===== config.mk =====
export PLATFORM = sky130hd
export DESIGN_NAME = mem_port_arbiter
export DESIGN_NICKNAME = d
export VERILOG_FILES = /design/src/rtl/mem_port_arbiter.sv
export SDC_FILE = /design/constraint.sdc
export NUM_CORES = 1
export LEC_CHECK = 0
export CAP_MARGIN = 10
export CORE_MARGIN = 8
export CORE_UTILIZATION = 48
export DETAILED_ROUTE_END_ITERATION = 8
export HOLD_SLACK_MARGIN = 0.02
export PLACE_DENSITY = 0.84
export SYNTH_ARGS = -nofsm -noshare
export SYNTH_HDL_FRONTEND = slang
export SYNTH_SLANG_ARGS = --single-unit

===== constraint.sdc =====
create_clock -name clk -period 4.92 [get_ports clk]
set_input_delay 0.492 -clock clk [delete_from_list [all_inputs] [get_ports clk]]
set_output_delay 0.492 -clock clk [all_outputs]
set_load 0.005 [all_outputs]

===== src/rtl/mem_port_arbiter.sv =====
// mem_port_arbiter
//   Shares one 32-bit masked memory port among NUM_REQ upstream requesters.
//   Each requester gets a one-deep pending buffer. Only one downstream
//   transaction is outstanding at a time. Grants are round-robin, and each
//   completion is routed back to the requester that issued it.
//
// Ports
//   clk, rst                 clock, synchronous active-high reset
//   up_addr/rmask/wmask/     per-requester request; a nonzero mask in a cycle
//   up_wdata                 is one request, sampled at that clock edge
//   up_rdata, up_resp        per-requester read data and one-cycle completion
//   dn_addr/rmask/wmask/     downstream request; masks are nonzero only in
//   dn_wdata                 the issue cycle, addr/wdata hold otherwise
//   dn_rdata, dn_resp        downstream read data and completion pulse
//   error                    sticky protocol-violation flag
module mem_port_arbiter #(
  parameter int NUM_REQ = 2
) (
  input  logic                     clk,
  input  logic                     rst,
  input  logic [NUM_REQ-1:0][31:0] up_addr,
  input  logic [NUM_REQ-1:0][3:0]  up_rmask,
  input  logic [NUM_REQ-1:0][3:0]  up_wmask,
  input  logic [NUM_REQ-1:0][31:0] up_wdata,
  output logic [NUM_REQ-1:0][31:0] up_rdata,
  output logic [NUM_REQ-1:0]       up_resp,
  output logic [31:0]              dn_addr,
  output logic [3:0]               dn_rmask,
  output logic [3:0]               dn_wmask,
  output logic [31:0]              dn_wdata,
  input  logic [31:0]              dn_rdata,
  input  logic                     dn_resp,
  output logic                     error
);

  localparam int OW = $clog2(NUM_REQ);
  localparam logic [OW-1:0] LAST_IDX = OW'(NUM_REQ - 1);

  logic [NUM_REQ-1:0]       pend_valid;
  logic [NUM_REQ-1:0][31:0] pend_addr;
  logic [NUM_REQ-1:0][3:0]  pend_rmask;
  logic [NUM_REQ-1:0][3:0]  pend_wmask;
  logic [NUM_REQ-1:0][31:0] pend_wdata;

  logic          out_valid;
  logic [OW-1:0] out_owner;
  logic [OW-1:0] last_grant;
  logic [31:0]   hold_addr;
  logic [31:0]   hold_wdata;

  logic          resp_fire;
  logic          stray_resp;
  logic          found;
  logic          issue;
  logic [OW-1:0] grant;
  logic [31:0]   idx;

  logic [NUM_REQ-1:0] req;
  logic [NUM_REQ-1:0] busy;
  logic [NUM_REQ-1:0] accept;
  logic [NUM_REQ-1:0] viol;

  // A response during reset is discarded, together with the transaction it
  // would have completed.
  assign resp_fire  = dn_resp && out_valid && !rst;
  assign stray_resp = dn_resp && !out_valid;

  // Round-robin search, starting just after the last winner.
  always_comb begin
    found = 1'b0;
    grant = '0;
    idx   = '0;
    for (int k = 1; k <= NUM_REQ; k++) begin
      idx = (32'(last_grant) + 32'(k)) % 32'(NUM_REQ);
      if (!found && pend_valid[idx[OW-1:0]]) begin
        found = 1'b1;
        grant = idx[OW-1:0];
      end
    end
  end

  // The completing transaction frees the port in the same cycle, so
  // back-to-back issue needs no idle cycle.
  assign issue = !rst && found && (!out_valid || dn_resp);

  always_comb begin
    dn_rmask = 4'h0;
    dn_wmask = 4'h0;
    dn_addr  = hold_addr;
    dn_wdata = hold_wdata;
    if (issue) begin
      dn_rmask = pend_rmask[grant];
      dn_wmask = pend_wmask[grant];
      dn_addr  = pend_addr[grant];
      dn_wdata = pend_wdata[grant];
    end
  end

  always_comb begin
    up_resp  = '0;
    up_rdata = '0;
    for (int i = 0; i < NUM_REQ; i++) begin
      if (resp_fire && (out_owner == OW'(i))) begin
        up_resp[i]  = 1'b1;
        up_rdata[i] = dn_rdata;
      end
    end
  end

  // A requester is busy while its entry is pending, or while its request is
  // outstanding downstream and not completing this cycle. A request from a
  // busy requester is dropped.
  always_comb begin
    req    = '0;
    busy   = '0;
    accept = '0;
    viol   = '0;
    for (int i = 0; i < NUM_REQ; i++) begin
      req[i]    = (up_rmask[i] != 4'h0) || (up_wmask[i] != 4'h0);
      busy[i]   = pend_valid[i] ||
                  (out_valid && (out_owner == OW'(i)) && !up_resp[i]);
      accept[i] = req[i] && !busy[i];
      viol[i]   = req[i] && (busy[i] ||
                             ((up_rmask[i] != 4'h0) && (up_wmask[i] != 4'h0)) ||
                             (up_addr[i][1:0] != 2'b00));
    end
  end

  always_ff @(posedge clk) begin
    if (rst) begin
      pend_valid <= '0;
      pend_addr  <= '0;
      pend_rmask <= '0;
      pend_wmask <= '0;
      pend_wdata <= '0;
      out_valid  <= 1'b0;
      out_owner  <= '0;
      last_grant <= LAST_IDX;
      hold_addr  <= '0;
      hold_wdata <= '0;
      error      <= 1'b0;
    end else begin
      // Accept and issue never hit the same entry in one cycle. Accept needs
      // an empty entry, and issue needs a valid one.
      for (int i = 0; i < NUM_REQ; i++) begin
        if (issue && (grant == OW'(i))) begin
          pend_valid[i] <= 1'b0;
        end
        if (accept[i]) begin
          pend_valid[i] <= 1'b1;
          pend_addr[i]  <= up_addr[i];
          pend_rmask[i] <= up_rmask[i];
          pend_wmask[i] <= up_wmask[i];
          pend_wdata[i] <= up_wdata[i];
        end
      end

      if (issue) begin
        out_valid  <= 1'b1;
        out_owner  <= grant;
        last_grant <= grant;
        hold_addr  <= pend_addr[grant];
        hold_wdata <= pend_wdata[grant];
      end else if (resp_fire) begin
        out_valid <= 1'b0;
      end

      if ((viol != '0) || stray_resp) begin
        error <= 1'b1;
      end
    end
  end

endmodule


==> flow_summary.toml <==
[timing]
number_of_pins_with_negative_max_slew_slack_in_the_final_report = 0
timing_worst_slew_pin_value_ns = 1.06
final_min_period_over_clock_period_pct = 78.1
worst_slew_margin_rel_pct = 29.4
finalSetupTns_ns = 0
clock_skew_ns = 0.0172
max_clock_freq_mhz = 260
finalHoldViolations = 0
minimum_clock_period_after_layout_ns = 3.84
setup_viol = 0
setup_repair_after_global_routing_missed_its_margin = "no"

[pwr]
irDropWorstVdd_mv = 0.338
static-leakage-power_nw = 5.23
power.density_cell_area_nw_per_um2 = 362
total_power_draw_mw = 4.50

[flow_run]
max-cap-violations = 0

[yosys]
synth.yosys.seq_area_share_pct = 50.0
netlist_area_um2 = 8560
synthDominantAreaCellType = "sky130_fd_sc_hd__dfxtp_1"
mappedNetlistNets = 1213
syn_avg_cell_area_um2 = 8.28
ys_warn_count = 0
post_synthesis_register_bit_count = 214
synth_top_cell_area_share_pct = 50.0
netlist-cell-type-count = 30
synthesized_netlist_cell_count = 1034
synthTopCellsByArea = "sky130_fd_sc_hd__dfxtp_1, sky130_fd_sc_hd__nand2_1, sky130_fd_sc_hd__a21oi_1"

[floorplan]
coreArea_um2 = 17700
initial_utilization_pct = 48.3
rows = 49
fp.dieH_um = 150
die_w_um = 150
fp.dieArea_um2 = 22400
design.portCount = 318

[grt]
first_pass_grt_wire_length_um = 45000
vias_in_the_first_global_route = 8330
globalRouteTotalUtil_pct = 25.1
grt_start_max_net_pins = 102
total_gr_overflow = 0
antenna_found_initial = 0

[critical_path]
timing.reg2reg.setup_slack_ns = 2.39
r2r_end = "hold_wdata[30]"
worst_ep_required_time_ns = 4.43
worst-path-max-fanout = 41
cp.arrival_ns = 3.35
worst_r2r_path_depth = 5
cp-endpoint = "dn_wdata[30]"
crit_path_end_kind = "output pin"
worstSetupPathType = "in -> out"
setup.worst_path.start_class = "input port"
regToRegStartpoint = "pend_valid[0]"
crit_start = "dn_resp"

[clocking]
cts_htree_levels = 1
cts-buffers-inserted = 23
cts_resized = 0
post_cts_hold_buffer_count = 0
cts_max_path_buffers = 3
clock_sinks = 214
tritoncts_clock_tree = "done"
cts.root.buffer_cell = "sky130_fd_sc_hd__clkbuf_16"
postCtsSetupRepairBufs = 0
clock_edge_transition_at_the_registers_on_the_reported_setup_and_hold_paths_ns = 0.06
clock_latency_ns = 0.50

[detailed_routing]
first_drt_iteration_drcs = 859
drt-vias-per-instance = 5.47
post_drt_wl_per_cell_um = 19.1
drtPass1Iterations = 9
routed_wl_um = 29700
vias = 8491
ant_nets = 0
route.detailed.drc = 0

[placed_design]
gp_congestion = 0.847
port_buffer_cells = 317
detailedPlacementHpwl_um = 20900

[worst_hold_path]
worstHoldPathType = "in -> reg"

[layout]
most-common-layout-cells = "sky130_fd_sc_hd__clkdlybuf4s50_1, sky130_fd_sc_hd__nand2_1, sky130_fd_sc_hd__dfxtp_1"
post_route_cells_drive_above_1_share_pct = 4.99
final_common_cell = "sky130_fd_sc_hd__clkdlybuf4s50_1"
antenna_cells_inserted = 0
layout.nets = 1486
syn2layout_area_growth_pct = 45.0

[outcome]
run_status = "finished, final reports clean"
[worst min-delay path by stage]
stage	start	to	slack, ns	cells after the start
2_1_floorplan	pend_addr[0]	pend_addr[0]	0.44	2
3_3_place_gp	pend_addr[14]	pend_addr[14]	0.44	2
3_5_place_dp	pend_wdata[46]	pend_wdata[46]	0.45	2
4_1_cts	rst	hold_addr[21]	0.40	2
5_1_grt	rst	hold_addr[21]	0.43	2
6_report	rst	hold_addr[18]	0.41	2
[sequential cells by signal, indices dropped and copies added (netlist names)]
| register | cells |
|---|---|
| last_grant | 1 |
| pend_valid | 2 |
| out_owner | 1 |
| error | 1 |
| hold_wdata | 32 |
| out_valid | 1 |
| pend_wdata | 64 |
| pend_rmask | 8 |
| pend_wmask | 8 |
| pend_addr | 64 |
| hold_addr | 32 |
[layout make-up]
class                           count  area (um2)
Tap cell                          229         287
Sequential cell                   214        4280
Clock inverter                     10         134
Timing Repair Buffer              332        3300
Inverter                           67         251
Clock buffer                       31         666
Fill cell                        1400        5300
Multi-Input combinational cell    669        3490
[power by group]
part	internal [mW]	switching (mW)	leakage [nW]
logic	0.360	0.403	3.08
registers	1.87	0.0776	1.76
clock network	1.10	0.680	0.392
total	3.34	1.16	5.23
[metrics by stage]
stage                     instances  setup WS (ns)  cell area (um2)  hold slack [ns]  util [%]
after floorplan                1034           2.72             8560            0.436         -
after global placement         1511           1.24            11600            0.441      65.6
after detailed placement       1511           1.15            11600            0.447      65.6
after CTS                      1552           1.12            12400            0.402      70.1
after global routing           1552          0.911            12400            0.429      70.1
final                          1552           1.08            12400            0.410      70.1
[cells by family after synthesis]
kind of cell / after synthesis / synth area share, %
AO/OA/AOI/OAI: 231 / 18.7
adder cells (fa/ha/maj): 1 / 0.117
buffers and inverters: 151 / 9.22
flip-flops: 214 / 50.0
AND/OR/NAND/NOR: 437 / 21.9
[synth_stat cells]
master                        n
sky130_fd_sc_hd__nand2_1    288
sky130_fd_sc_hd__dfxtp_1    214
sky130_fd_sc_hd__a21oi_1    147
sky130_fd_sc_hd__nor2_1      70
sky130_fd_sc_hd__inv_1       67
sky130_fd_sc_hd__and2_1      65
sky130_fd_sc_hd__a222oi_1    64
sky130_fd_sc_hd__clkbuf_1    37
sky130_fd_sc_hd__buf_6       26
sky130_fd_sc_hd__buf_2       19
sky130_fd_sc_hd__a22o_1       9
sky130_fd_sc_hd__nor2b_1      4
sky130_fd_sc_hd__nand2b_1     3
sky130_fd_sc_hd__a221o_1      2
sky130_fd_sc_hd__a221oi_4     2
sky130_fd_sc_hd__nor4_2       2
sky130_fd_sc_hd__nor4_4       2
sky130_fd_sc_hd__a2111oi_0    1
sky130_fd_sc_hd__a2111oi_4    1
sky130_fd_sc_hd__a211oi_1     1
sky130_fd_sc_hd__a31oi_1      1
sky130_fd_sc_hd__buf_1        1
sky130_fd_sc_hd__buf_4        1
sky130_fd_sc_hd__maj3_1       1
sky130_fd_sc_hd__nand3_1      1
sky130_fd_sc_hd__nor3_1       1
sky130_fd_sc_hd__o2111a_1     1
sky130_fd_sc_hd__o21a_1       1
sky130_fd_sc_hd__o21ai_0      1
sky130_fd_sc_hd__or3_1        1
[critical path, cell delays in order]
cell and delay (ns):
sky130_fd_sc_hd__clkdlybuf4s50_1 0.54, sky130_fd_sc_hd__nor2b_1 0.10, sky130_fd_sc_hd__or3_2 0.75, sky130_fd_sc_hd__buf_4 0.40
sky130_fd_sc_hd__a222oi_1 0.50, sky130_fd_sc_hd__inv_1 0.07, sky130_fd_sc_hd__clkdlybuf4s50_1 0.46
[metal layers]
layer / up-vias / wire, um / track usage (%) / share of wire, %
met5: - / 0 / 0 / 0
li1: 4013 / - / - / -
met1: 3980 / 10800 / 28.3 / 36
met3: 60 / 3440 / 8.10 / 12
met4: 0 / 1210 / 9.94 / 4.1
met2: 438 / 14200 / 43.0 / 48
(Power assumes the default switching activity.)
